$ cat src/rtl/prg_scan_gen.sv
// Raster scan generator: walks (x, y, sample) in s-fastest / x-ascending / y-descending
// order into a first-word-fall-through queue drained under downstream stall.
module prg_scan_gen #(
    parameter int H_RES = 640,
    parameter int V_RES = 480,
    parameter int SPP   = 1,
    parameter int DEPTH = 16,
    parameter int XW    = (H_RES > 1) ? $clog2(H_RES) : 1,
    parameter int YW    = (V_RES > 1) ? $clog2(V_RES) : 1,
    parameter int SW    = (SPP > 1) ? $clog2(SPP) : 1
) (
    input  logic                       clk,
    input  logic                       rst,
    input  logic                       start,
    input  logic                       abort,
    input  logic                       out_stall,
    output logic                       out_valid,
    output logic [XW-1:0]              out_x,
    output logic [YW-1:0]              out_y,
    output logic [SW-1:0]              out_s,
    output logic                       out_last,
    output logic                       busy,
    output logic                       done,
    output logic [$clog2(DEPTH):0]     q_count
);

    localparam int AW = $clog2(DEPTH);
    localparam int CW = AW + 1;
    localparam int EW = 1 + SW + YW + XW;
    localparam logic [XW-1:0] X_MAX = XW'(H_RES - 1);
    localparam logic [YW-1:0] Y_TOP = YW'(V_RES - 1);
    localparam logic [SW-1:0] S_MAX = SW'(SPP - 1);

    typedef enum logic [1:0] {ST_IDLE, ST_SCAN, ST_DRAIN, ST_DONE} state_t;

    state_t          state_q, state_d;
    logic [XW-1:0]   x_q, x_d;
    logic [YW-1:0]   y_q, y_d;
    logic [SW-1:0]   s_q, s_d;
    logic [AW-1:0]   rd_ptr_q, rd_ptr_d;
    logic [AW-1:0]   wr_ptr_q, wr_ptr_d;
    logic [CW-1:0]   count_q, count_d;
    logic [EW-1:0]   mem [DEPTH];
    logic [EW-1:0]   head;
    logic            push, pop, item_last;

    always_comb begin
        state_d   = state_q;
        x_d       = x_q;
        y_d       = y_q;
        s_d       = s_q;
        rd_ptr_d  = rd_ptr_q;
        wr_ptr_d  = wr_ptr_q;
        count_d   = count_q;
        pop       = (count_q != '0) && !out_stall;
        item_last = (x_q == X_MAX) && (y_q == '0) && (s_q == S_MAX);
        // A full queue still accepts a push when the head leaves in the same cycle.
        push      = (state_q == ST_SCAN) && !abort && ((count_q < CW'(DEPTH)) || pop);

        if (push) wr_ptr_d = wr_ptr_q + 1'b1;
        if (pop)  rd_ptr_d = rd_ptr_q + 1'b1;
        case ({push, pop})
            2'b10:   count_d = count_q + 1'b1;
            2'b01:   count_d = count_q - 1'b1;
            default: count_d = count_q;
        endcase

        case (state_q)
            ST_IDLE: begin
                if (start) begin
                    x_d     = '0;
                    y_d     = Y_TOP;
                    s_d     = '0;
                    state_d = ST_SCAN;
                end
            end
            ST_SCAN: begin
                if (push) begin
                    if (s_q == S_MAX) begin
                        s_d = '0;
                        if (x_q == X_MAX) begin
                            x_d = '0;
                            y_d = y_q - 1'b1;
                        end else begin
                            x_d = x_q + 1'b1;
                        end
                    end else begin
                        s_d = s_q + 1'b1;
                    end
                    if (item_last) state_d = ST_DRAIN;
                end
            end
            ST_DRAIN: begin
                // Look at next occupancy so done lands the cycle after the last pop.
                if (count_d == '0) state_d = ST_DONE;
            end
            default: state_d = ST_IDLE;
        endcase

        if (abort) begin
            state_d  = ST_IDLE;
            rd_ptr_d = '0;
            wr_ptr_d = '0;
            count_d  = '0;
        end
    end

    always_ff @(posedge clk) begin
        if (rst) begin
            state_q  <= ST_IDLE;
            x_q      <= '0;
            y_q      <= Y_TOP;
            s_q      <= '0;
            rd_ptr_q <= '0;
            wr_ptr_q <= '0;
            count_q  <= '0;
        end else begin
            state_q  <= state_d;
            x_q      <= x_d;
            y_q      <= y_d;
            s_q      <= s_d;
            rd_ptr_q <= rd_ptr_d;
            wr_ptr_q <= wr_ptr_d;
            count_q  <= count_d;
        end
    end

    // Queue storage carries no reset; outputs are masked while the queue is empty.
    always_ff @(posedge clk) begin
        if (push) mem[wr_ptr_q] <= {item_last, s_q, y_q, x_q};
    end

    assign head      = mem[rd_ptr_q];
    assign out_valid = (count_q != '0);
    assign out_x     = out_valid ? head[XW-1:0]       : '0;
    assign out_y     = out_valid ? head[XW +: YW]      : '0;
    assign out_s     = out_valid ? head[XW+YW +: SW]   : '0;
    assign out_last  = out_valid ? head[EW-1]          : 1'b0;
    assign busy      = (state_q != ST_IDLE);
    assign done      = (state_q == ST_DONE);
    assign q_count   = count_q;

endmodule
$ cat config.mk
export PLATFORM = sky130hd
export DESIGN_NAME = prg_scan_gen
export DESIGN_NICKNAME = d
export VERILOG_FILES = /design/src/rtl/prg_scan_gen.sv
export SDC_FILE = /design/constraint.sdc
export NUM_CORES = 1
export LEC_CHECK = 0
export ABC_AREA = 1
export CAP_MARGIN = 25
export CORE_AREA = 2 2 149 151
export DETAILED_ROUTE_END_ITERATION = 7
export DIE_AREA = 0 0 151 153
export DONT_BUFFER_PORTS = 1
export PLACE_DENSITY = 0.84
export SYNTH_ARGS = -nofsm -noshare
export SYNTH_HDL_FRONTEND = slang
export SYNTH_SLANG_ARGS = --single-unit
$ cat constraint.sdc
create_clock -name clk -period 6.8 [get_ports clk]
set_input_delay 0.34 -clock clk [delete_from_list [all_inputs] [get_ports clk]]
set_output_delay 0.34 -clock clk [all_outputs]
set_load 0.01 [all_outputs]
Word-level counts from Yosys, hierarchy flattened
Memory sizes are Yosys's and may differ from the RTL's. A register that Yosys moved wholly into a read port is not among the register bits.
Index checks and enable logic that the tools add are counted.
{ "totals": {"regBits": 35, "latchBits": 0, "ramBits": 336, "romBits": 0, "input_bits": 5, "out_inout_bits": 29, "wordCells": 76, "memories": 1} }
{ "memory_table": {"columns": ["memory", "words", "width", "rd", "rd_ports_with_merged_regs", "wr", "line_no", "rtl"], "rows": [
  ["mem", 16, 21, 1, 1, 1, "43", "logic [EW-1:0] mem [DEPTH];"]
]} }
{ "classes": {"addsub": 7, "mul": 0, "div": 0, "n_lt_le_gt_ge": 1, "eq_ne": 12, "n_shift": 0, "muxes": 28, "bitwise": 1, "n_reduce_logical": 19} }
{ "ops": {"columns": ["op", "n"], "rows": [
  ["two-way mux 10 bit", 5],
  ["two-way mux 9 bit", 5],
  ["one-hot mux 10 bit (2 select lines)", 1],
  ["one-hot mux 9 bit (2 select lines)", 1],
  ["adder 10 x 1 -> 10 bit, second input constant", 1],
  ["equality test 10 bit, second input constant", 1],
  ["inequality test 2 bit, second input constant", 5],
  ["one-hot mux 5 bit (2 select lines)", 1],
  ["zero test 9 bit", 1],
  ["subtractor 9 x 1 -> 9 bit, second input constant", 1],
  ["adder 4 x 1 -> 4 bit, second input constant", 2],
  ["two-way mux 2 bit", 4],
  ["two-way mux 4 bit", 2],
  ["AND reduction 4 bit", 2],
  ["two-way mux 1 bit", 7],
  ["equality test 2 bit, second input constant", 3],
  ["one-hot mux 2 bit (3 select lines)", 1],
  ["adder 5 x 1 -> 5 bit, second input constant", 1],
  ["logical AND 1 bit", 5],
  ["zero test 5 bit", 1],
  ["less-than comparator 5 bit, second input constant", 1],
  ["AND reduction 5 bit", 1],
  ["nonzero test 5 bit", 1],
  ["subtractor 5 x 1 -> 5 bit, second input constant", 1],
  ["11 further kinds", 14]
]} }

Logic depth before layout (Yosys ltp)
Gate-level depths: netlist (run 1).
{ "depth": {"ltp_word": 9, "depth_mapped": 22, "depth_no_buf": 22} }

Least setup slack after synthesis (run 1)
OpenSTA, ideal clock, no wires.
{ "synth_path": {"path_type": "register to register", "from": "register x_q[0]", "to": "register state_q[0]", "setup_ps": 113, "t_arrival_ps": 2425, "t_required_ps": 6687, "slack_ps": 4263, "path_stages_with_launch": 13, "n_path_buf": 0, "period_less_slack_ps": 2537, "cell_sequence": "dfxtp_1 > ha_1 > inv_1 > nor3_1 > inv_1 > nor2_1 > nand4_1 > nor3_1 > nor2_1 > nor2_1 > nand2_1 > nor2_1 > nor2_1"} }
{ "synth_between": {"elab_chain_len": 5} }
{ "synth_lines": {"columns": ["item", "line_no", "rtl"], "rows": [
  ["start: declaration", "37", "logic [XW-1:0] x_q, x_d;"],
  ["start signal: assignment", "111", "x_q <= '0;"],
  ["start signal: assignment", "119", "x_q <= x_d;"],
  ["equality test 10 bit", "56", "item_last = (x_q == X_MAX) && (y_q == '0) && (s_q == S_MAX);"],
  ["logical AND 1 bit (2 in a row)", "56", null],
  ["net item_last", "45", "logic push, pop, item_last;"],
  ["inequality test 2 bit (no line)", null, null],
  ["AND reduction 4 bit (no line)", null, null],
  ["end signal: assignment", "118", "state_q <= state_d;"],
  ["end: declaration", "36", "state_t state_q, state_d;"]
]} }
The timed path passes the listed nets, and every way through them passes these cells.
A chain may end at the register's enable or synchronous reset.

==> metrics.txt, run 1 <==
status=complete, no violations; final-stage net count=1203; mux cell area share after synthesis=0%; crit path max-delay cell type=inv_2; fmax=0.261 GHz; post_cts resized=0; Worst R2R Setup Slack=3.74 ns; xor and xnor area share after synthesis=0.242%; clock slew at reported path FFs=0.06 ns; ys async rst share=0%; post-synth net total=1213; Area Growth Syn to Fin=9.82%; total grt overflow=0; TritonCTS sink count=358; startpoint type of the worst setup path=flop; largest net degree at the start of global routing=118; Arrival @ worst endpoint=3.50 ns; Worst VDD drop=0.000265 V; Wirelength per Cell=23.8 um; final RePlAce weighted congestion=0.831; count of endpoints failing setup in the final report=0; Post-Synth Adder-Cell Area=1.21%; Most Frequent Cell on Critical Path=buf_4; largest stage delay on the critical path=0.56 ns; EDFF count, synth=320; Leak Pwr=5.20 nW; compound-gate portion of the synthesized area=12.8%; Fin Clk Skew=0.0147 ns; Gate Count Post-Synth=1194; Reg2Reg Launch Point=state_q[1]; ANT nets after route=0; Tot Pwr=0.00453 W; register area=10400 um2; Ys Warns=0; Cell Rows=54; min Tclk post-route=3.84 ns; Core ar.=21500 um2; maximum clock path buffer count=3; DRC Markers=0; Rel. slew slack=20.4%; Clock Latency Late Sink=0.51 ns; number of detailed-route iterations in the first pass=6; share of layout cells above drive strength 1=8.69%; Worst R2R End=state_q[0]; post-synthesis simple-gate area fraction=10.7%; critical path cell sequence=buf_4, inv_2, buf_4, o21ai_0, o221ai_1, nand3_1, a21oi_1; Die W=151 um; Yosys reg bits=358; Die Y=153 um; commonest non-fill, non-tap cell in the layout=edfxtp_1; Vias=9891; Hold Path Stages=2; hold slack=0.0263 ns; RSZ-0062 raised after global routing=no; r2r worst-path depth=19; Synth Area per Inst=12.1 um2; port bufs=0; drt total wl=35500 um; CTS tree=done; CP max FO=81; Post-Route Setup TNS=0 ns; via count normalized by instance count=6.65; drt initial violations=1492; io pins=34; hold endpoint=y_q[1]; area of the multi-input gates=3660 um2; Hold Crit Class=input pin to flop; fillers=1278; H-tree depth=2; hold_sp=rst; diode count=0; initial antenna violation count=0; fin crit share=56.4%; pwr dens=285 nW/um2; Max Transition Viols Final=0; initial core utilization=67.3%; Seq/Total Area, Yosys=71.7%; ys flop type=edfxtp_1; Critical Setup Path Class=flop to output port; first-pass GRT wire length=53400 um; Max Cap Viol=0; clock root cell=clkbuf_16; vias in the first global route=9424; final hold vios=0; most frequent cells in the layout=edfxtp_1, nor2_1, o21ai_0; GRT Resource Usage Total=30.8%; post-synthesis cell type count=39; full die area=23100 um2; DP HPWL=18500 um; Post-Syn Area=14500 um2; Worst Tran Pin Value=1.19 ns; crit path capture type=output port; CTS Buf Count=35; largest family of logic cells by synthesized area=compound AO/OA/AOI/OAI gates; WP data required=6.46 ns
-- registers in the layout (all words and copies together) (netlist names), named ones only --
| name | count |
|---|---|
| q_count | 5 |
| y_q | 9 |
| state_q | 2 |
| x_q | 10 |
| wr_ptr_q | 4 |
| mem | 320 |
| rd_ptr_q | 4 |
-- timing repair --
| action | in CTS | in global routing |
|---|---|---|
| hold buffers | 1 | 0 |
| buffers inserted | 0 | 0 |
| endpoints found under the hold margin | 2 | 0 |
-- kinds of logic after synthesis --
| kind of cell | count (synthesis) |
|---|---|
| AND/OR/NAND/NOR | 375 |
| buffers and inverters | 125 |
| AO/OA/AOI/OAI | 317 |
| adder cells (fa/ha/maj) | 14 |
| flip-flops | 358 |
| XOR/XNOR | 4 |
| other | 1 |
-- cell usage after synthesis, drive strengths merged (2+ instances only) --
cell	instances	area (um2)
nor4	2	12.5
nor3	8	45.0
o22ai	26	163
nand2	73	277
a21oi	41	216
nand4	7	43.8
edfxtp	320	9610
ha	14	175
buf	11	55.1
dfxtp	38	761
clkbuf	59	221
nand3	40	215
inv	53	201
o221ai	54	473
o21ai	192	965
clkinv	2	7.51
xor2	3	26.3
nor2	241	921
-- worst max path at each step --
| stage | to | startpoint | slack, ns |
|---|---|---|---|
| after floorplan | state_q[0] | x_q[0] | 4.26 |
| after global placement | out_last | flop | 3.55 |
| after detailed placement | out_x[2] | flop | 3.47 |
| after CTS | out_last | flop | 2.88 |
| after global routing | out_y[2] | flop | 2.84 |
| final | out_y[2] | flop | 2.96 |
-- stage by stage --
step / setup WS (ns) / cell area [um2] / utilization [%] / cells
after floorplan: 4.26 / 14500 / - / 1194
after global placement: 3.55 / 14800 / 68.7 / 1425
after detailed placement: 3.47 / 14800 / 68.7 / 1425
after CTS: 2.88 / 15900 / 73.8 / 1487
after global routing: 2.84 / 15900 / 73.9 / 1488
final: 2.96 / 15900 / 73.9 / 1488
-- worst max-delay path, delay by kind of cell (launching register included) --
family | cells | cell delay [ns]
flops | 1 | 0.31
buf+inv | 3 | 1.49
compound gates | 3 | 1.02
simple gates | 1 | 0.11
-- cell type report --
type	instances	area share [%]
sequential	358	65.3
timing repair buffer	23	1.23
inverter	55	1.33
clock inverter	13	0.567
clock buffer	48	6.28
multi-input combinational	711	23.1
tap	280	2.21
-- power breakdown --
group          total [W]  internal [W]  switching, W
combinational   0.000283     0.0000725      0.000210
clock            0.00183       0.00106      0.000768
sequential       0.00242       0.00239     0.0000306
total            0.00453       0.00352       0.00101
-- per-layer routing --
layer  vias up  wire, um  global-route usage (%)
li1       4333         -                       -
met1      4665     12600                    42.9
met2       776     16700                    47.9
met3       117      4860                    6.84
met4         0      1330                    12.5
met5         -         0                       0
Power figures use the tool's default switching activity.
==> run 2, diff against run 1 <==
- ABC_AREA: 1 -> 0
- CORE_AREA: 2 2 149 151 -> 2 2 154 156
- DIE_AREA: 0 0 151 153 -> 0 0 156 158
- PLACE_DENSITY: 0.84 -> 0.78
- clock period: 6.8 -> 3.7 ns (I/O delays scaled with it)
==> run 2 against run 1 <==
Against the previous run: design area grew 0.95%; sequential cell count unchanged; worst hold slack worse by 0.032 ns; register-to-register slack worse by 3.5 ns; via count fell by 26%; the flow now finishes with violations (hold timing); power is 75% higher; cell count down 27%.
==> metrics.txt, run 2 <==
number of flip-flops in the largest register=320 (unchanged); fin cells=1092 (-27%); initial core utilization=61.8% (-5.6 points); Die W=156 um (+3.3%); via count normalized by instance count=6.71 (+0.97%); clock root cell=clkbuf_16; post-synth top area share=67.5% (+1.1 points); Wirelength per Cell=29.1 um (+22%); largest stage delay on the critical path=0.51 ns (-0.05 ns); Max Transition Viols Final=0 (unchanged); DP HPWL=16700 um (-9.4%); port bufs=0 (unchanged); top cell family by delay on the critical path=compound AO/OA/AOI/OAI gates; drt initial violations=811 (-46%); Most flops, register=mem; Worst R2R Setup Slack=0.19 ns (-3.55 ns); Bufs and invs on worst path=1 (-2); Worst Tran Pin Value=0.967 ns (-0.226 ns); share of layout cells above drive strength 1=27.2% (+18 points); full die area=24600 um2 (+6.7%); Die Y=158 um (+3.3%); count of endpoints failing setup in the final report=0 (unchanged); fin crit share=94.8%; r2r worst-path depth=13 (-6); first-pass GRT wire length=47700 um (-11%); min Tclk post-route=3.51 ns; placed insts=1023 (-28%); post-synth net total=756 (-38%); GRT Resource Usage Total=27.1% (-3.7 points); CTS tree=done; Leak Pwr=5.16 nW (-0.88%); hold endpoint=wr_ptr_q[3]; Most Frequent Cell on Critical Path=ha_1; drt total wl=31800 um (-10%); Hold Path Stages=4 (+2); hold_sp=abort; WP data required=4.13 ns (-2.33 ns); final RePlAce weighted congestion=0.823 (-0.91%); ys async rst share=0% (unchanged); Yosys top cell by area=edfxtp_1; post-synthesis cell type count=51 (+31%); ANT nets after route=0 (unchanged); number of detailed-route iterations in the first pass=5 (-1); Max Cap Viol=0 (unchanged); most frequent cells in the layout=edfxtp_1, mux4_2, nor2_1; Critical Setup Path Class=flop to flop; final-stage net count=794 (-34%); Rel. slew slack=35.6% (+15 points); final hold vios=1 (+1); CP max FO=10 (-88%); total grt overflow=0 (unchanged); Area Growth Syn to Fin=12.6%; ys flop type=edfxtp_1; Gate Count Post-Synth=737 (-38%); maximum clock path buffer count=3 (unchanged); crit path capture type=flop; Worst VDD drop=0.000328 V (+24%); crit path max-delay cell type=or4_1; DRC Markers=0 (unchanged); Hold Crit Class=input pin to flop; cell with the most instances after synthesis=edfxtp_1; hold slack=-0.00541 ns (-0.0317 ns); Post-Route Setup TNS=0 ns (unchanged); vias in the first global route=7548 (-20%); Cell Rows=56 (+3.7%); largest net degree at the start of global routing=81 (-31%); H-tree depth=2 (unchanged); Commonest cells post-synth=edfxtp_1, mux4_2, nor2_1; Worst R2R End=state_q[0]; Fin Clk Skew=0.0274 ns (+0.0127 ns); pwr dens=494 nW/um2 (+73%); Top Registers=mem (320), x_q (10), y_q (9); Yosys reg bits=358 (unchanged); RSZ-0062 raised after global routing=no; clock slew at reported path FFs=0.06 ns (about the same); diode count=0 (unchanged); CTS Buf Count=36 (+2.9%); Ys Warns=0 (unchanged); startpoint type of the worst setup path=flop; status=complete, but fails checks; Post-Syn Area=14200 um2 (-1.6%); fmax=0.285 GHz; critical path cell sequence=inv_1, ha_1, nor2b_2, a311oi_2, xor2_1, ha_1, a21o_2, nor4_1, nor2_1, a221oi_2, a41oi_2, or4_1, a21oi_1; initial antenna violation count=0 (unchanged); top cells by area, synth=edfxtp_1, mux4_2, dfxtp_1; Reg2Reg Launch Point=state_q[1]; Arrival @ worst endpoint=3.94 ns (+0.44 ns); Vias=7329 (-26%); io pins=34 (unchanged); TritonCTS sink count=358 (unchanged); EDFF count, synth=320 (unchanged); Seq/Total Area, Yosys=72.8% (+1.1 points); Clock Latency Late Sink=0.53 ns (+0.02 ns); Core ar.=23100 um2 (+7.3%); commonest non-fill, non-tap cell in the layout=edfxtp_1; failing checks=hold timing; Synth Area per Inst=19.3 um2 (+59%)
==> run 2: cell types whose count changed after synthesis, moves of 31 or more <==
cell	before	now
inv_1	51	17
o221ai_1	54	2
nand2_1	72	28
mux4_2	0	100
nand3_1	37	6
nor2_1	240	51
clkbuf_1	59	21
o21ai_0	189	9
==> run 2: area by class of cell <==
type	instances	area, um2
Sequential cell	358	10400
Fill cell	1349	7020
Multi-Input combinational cell	326	3720
Clock buffer	47	983
Timing Repair Buffer	36	390
Tap cell	290	363
Clock inverter	18	135
Inverter	17	63.8
==> run 2: per-layer routing <==
metal | wire length (um) | track usage [%] | vias up
met2 | 15700 | 44.4 | 432
met4 | 991 | 7.95 | 0
li1 | - | - | 3025
met3 | 3000 | 5.53 | 76
met1 | 12200 | 37.8 | 3796
met5 | 0 | 0 | -
==> run 2: logic make-up (layout without fill, tap and decap cells) <==
group | after synthesis | count (layout) | share of synthesized area, %
mux | 103 | 103 | 16.0
flops | 358 | 358 | 72.8
other cells | 1 | 1 | 0.0263
simple gates | 146 | 146 | 5.08
buf+inv | 53 | 118 | 1.58
fa+ha+maj | 14 | 14 | 1.23
compound gates | 41 | 41 | 1.92
xor+xnor | 21 | 21 | 1.29
==> run 2: worst max-delay path by stage <==
stage | startpoint | slack (ns) | endpoint | cells past startpoint
floorplan | state_q[1] | 0.38 | state_q[0] | 14
global placement | state_q[1] | 0.46 | state_q[0] | 13
detailed placement | state_q[1] | 0.09 | state_q[0] | 13
CTS | state_q[1] | 0.03 | state_q[0] | 13
global route | q_count[2] | 0.02 | state_q[0] | 11
finish | state_q[1] | 0.19 | state_q[0] | 13
==> run 2: report_power, final <==
group / switching [W] / internal (W)
combinational: 0.0000682 / 0.0000370
clock: 0.00149 / 0.00196
sequential: 0.0000121 / 0.00435
==> run 2: worst reg2reg max path: stages, from the launching register on <==
cell and delay [ns]:
dfxtp_1 0.39, inv_1 0.09, ha_1 0.19, nor2b_2 0.22, a311oi_2 0.31, xor2_1 0.12
ha_1 0.23, a21o_2 0.22, nor4_1 0.25, nor2_1 0.11, a221oi_2 0.37, a41oi_2 0.22
or4_1 0.51, a21oi_1 0.19
==> run 2: through the flow <==
| stage | worst slack, ns | instance area, um2 | utilization (%) | total power (W) |
|---|---|---|---|---|
| 2_1_floorplan | 0.382 | 14200 | - | 0.00452 |
| 3_3_place_gp | 0.463 | 14900 | 64.4 | 0.00454 |
| 3_5_place_dp | 0.0864 | 14900 | 64.4 | 0.00455 |
| 4_1_cts | 0.0332 | 16000 | 69.4 | 0.00795 |
| 5_1_grt | 0.0203 | 16000 | 69.6 | 0.00813 |
| 6_report | 0.192 | 16000 | 69.6 | 0.00792 |
==> run 2: what timing repair did <==
item | 4_1_cts | 5_1_grt
setup buffers | 0 | 1
hold buffers | 3 | 0
endpoints found under the hold margin | 15 | 0
gates resized for setup | 0 | 6
endpoints found under the setup margin | 0 | 2
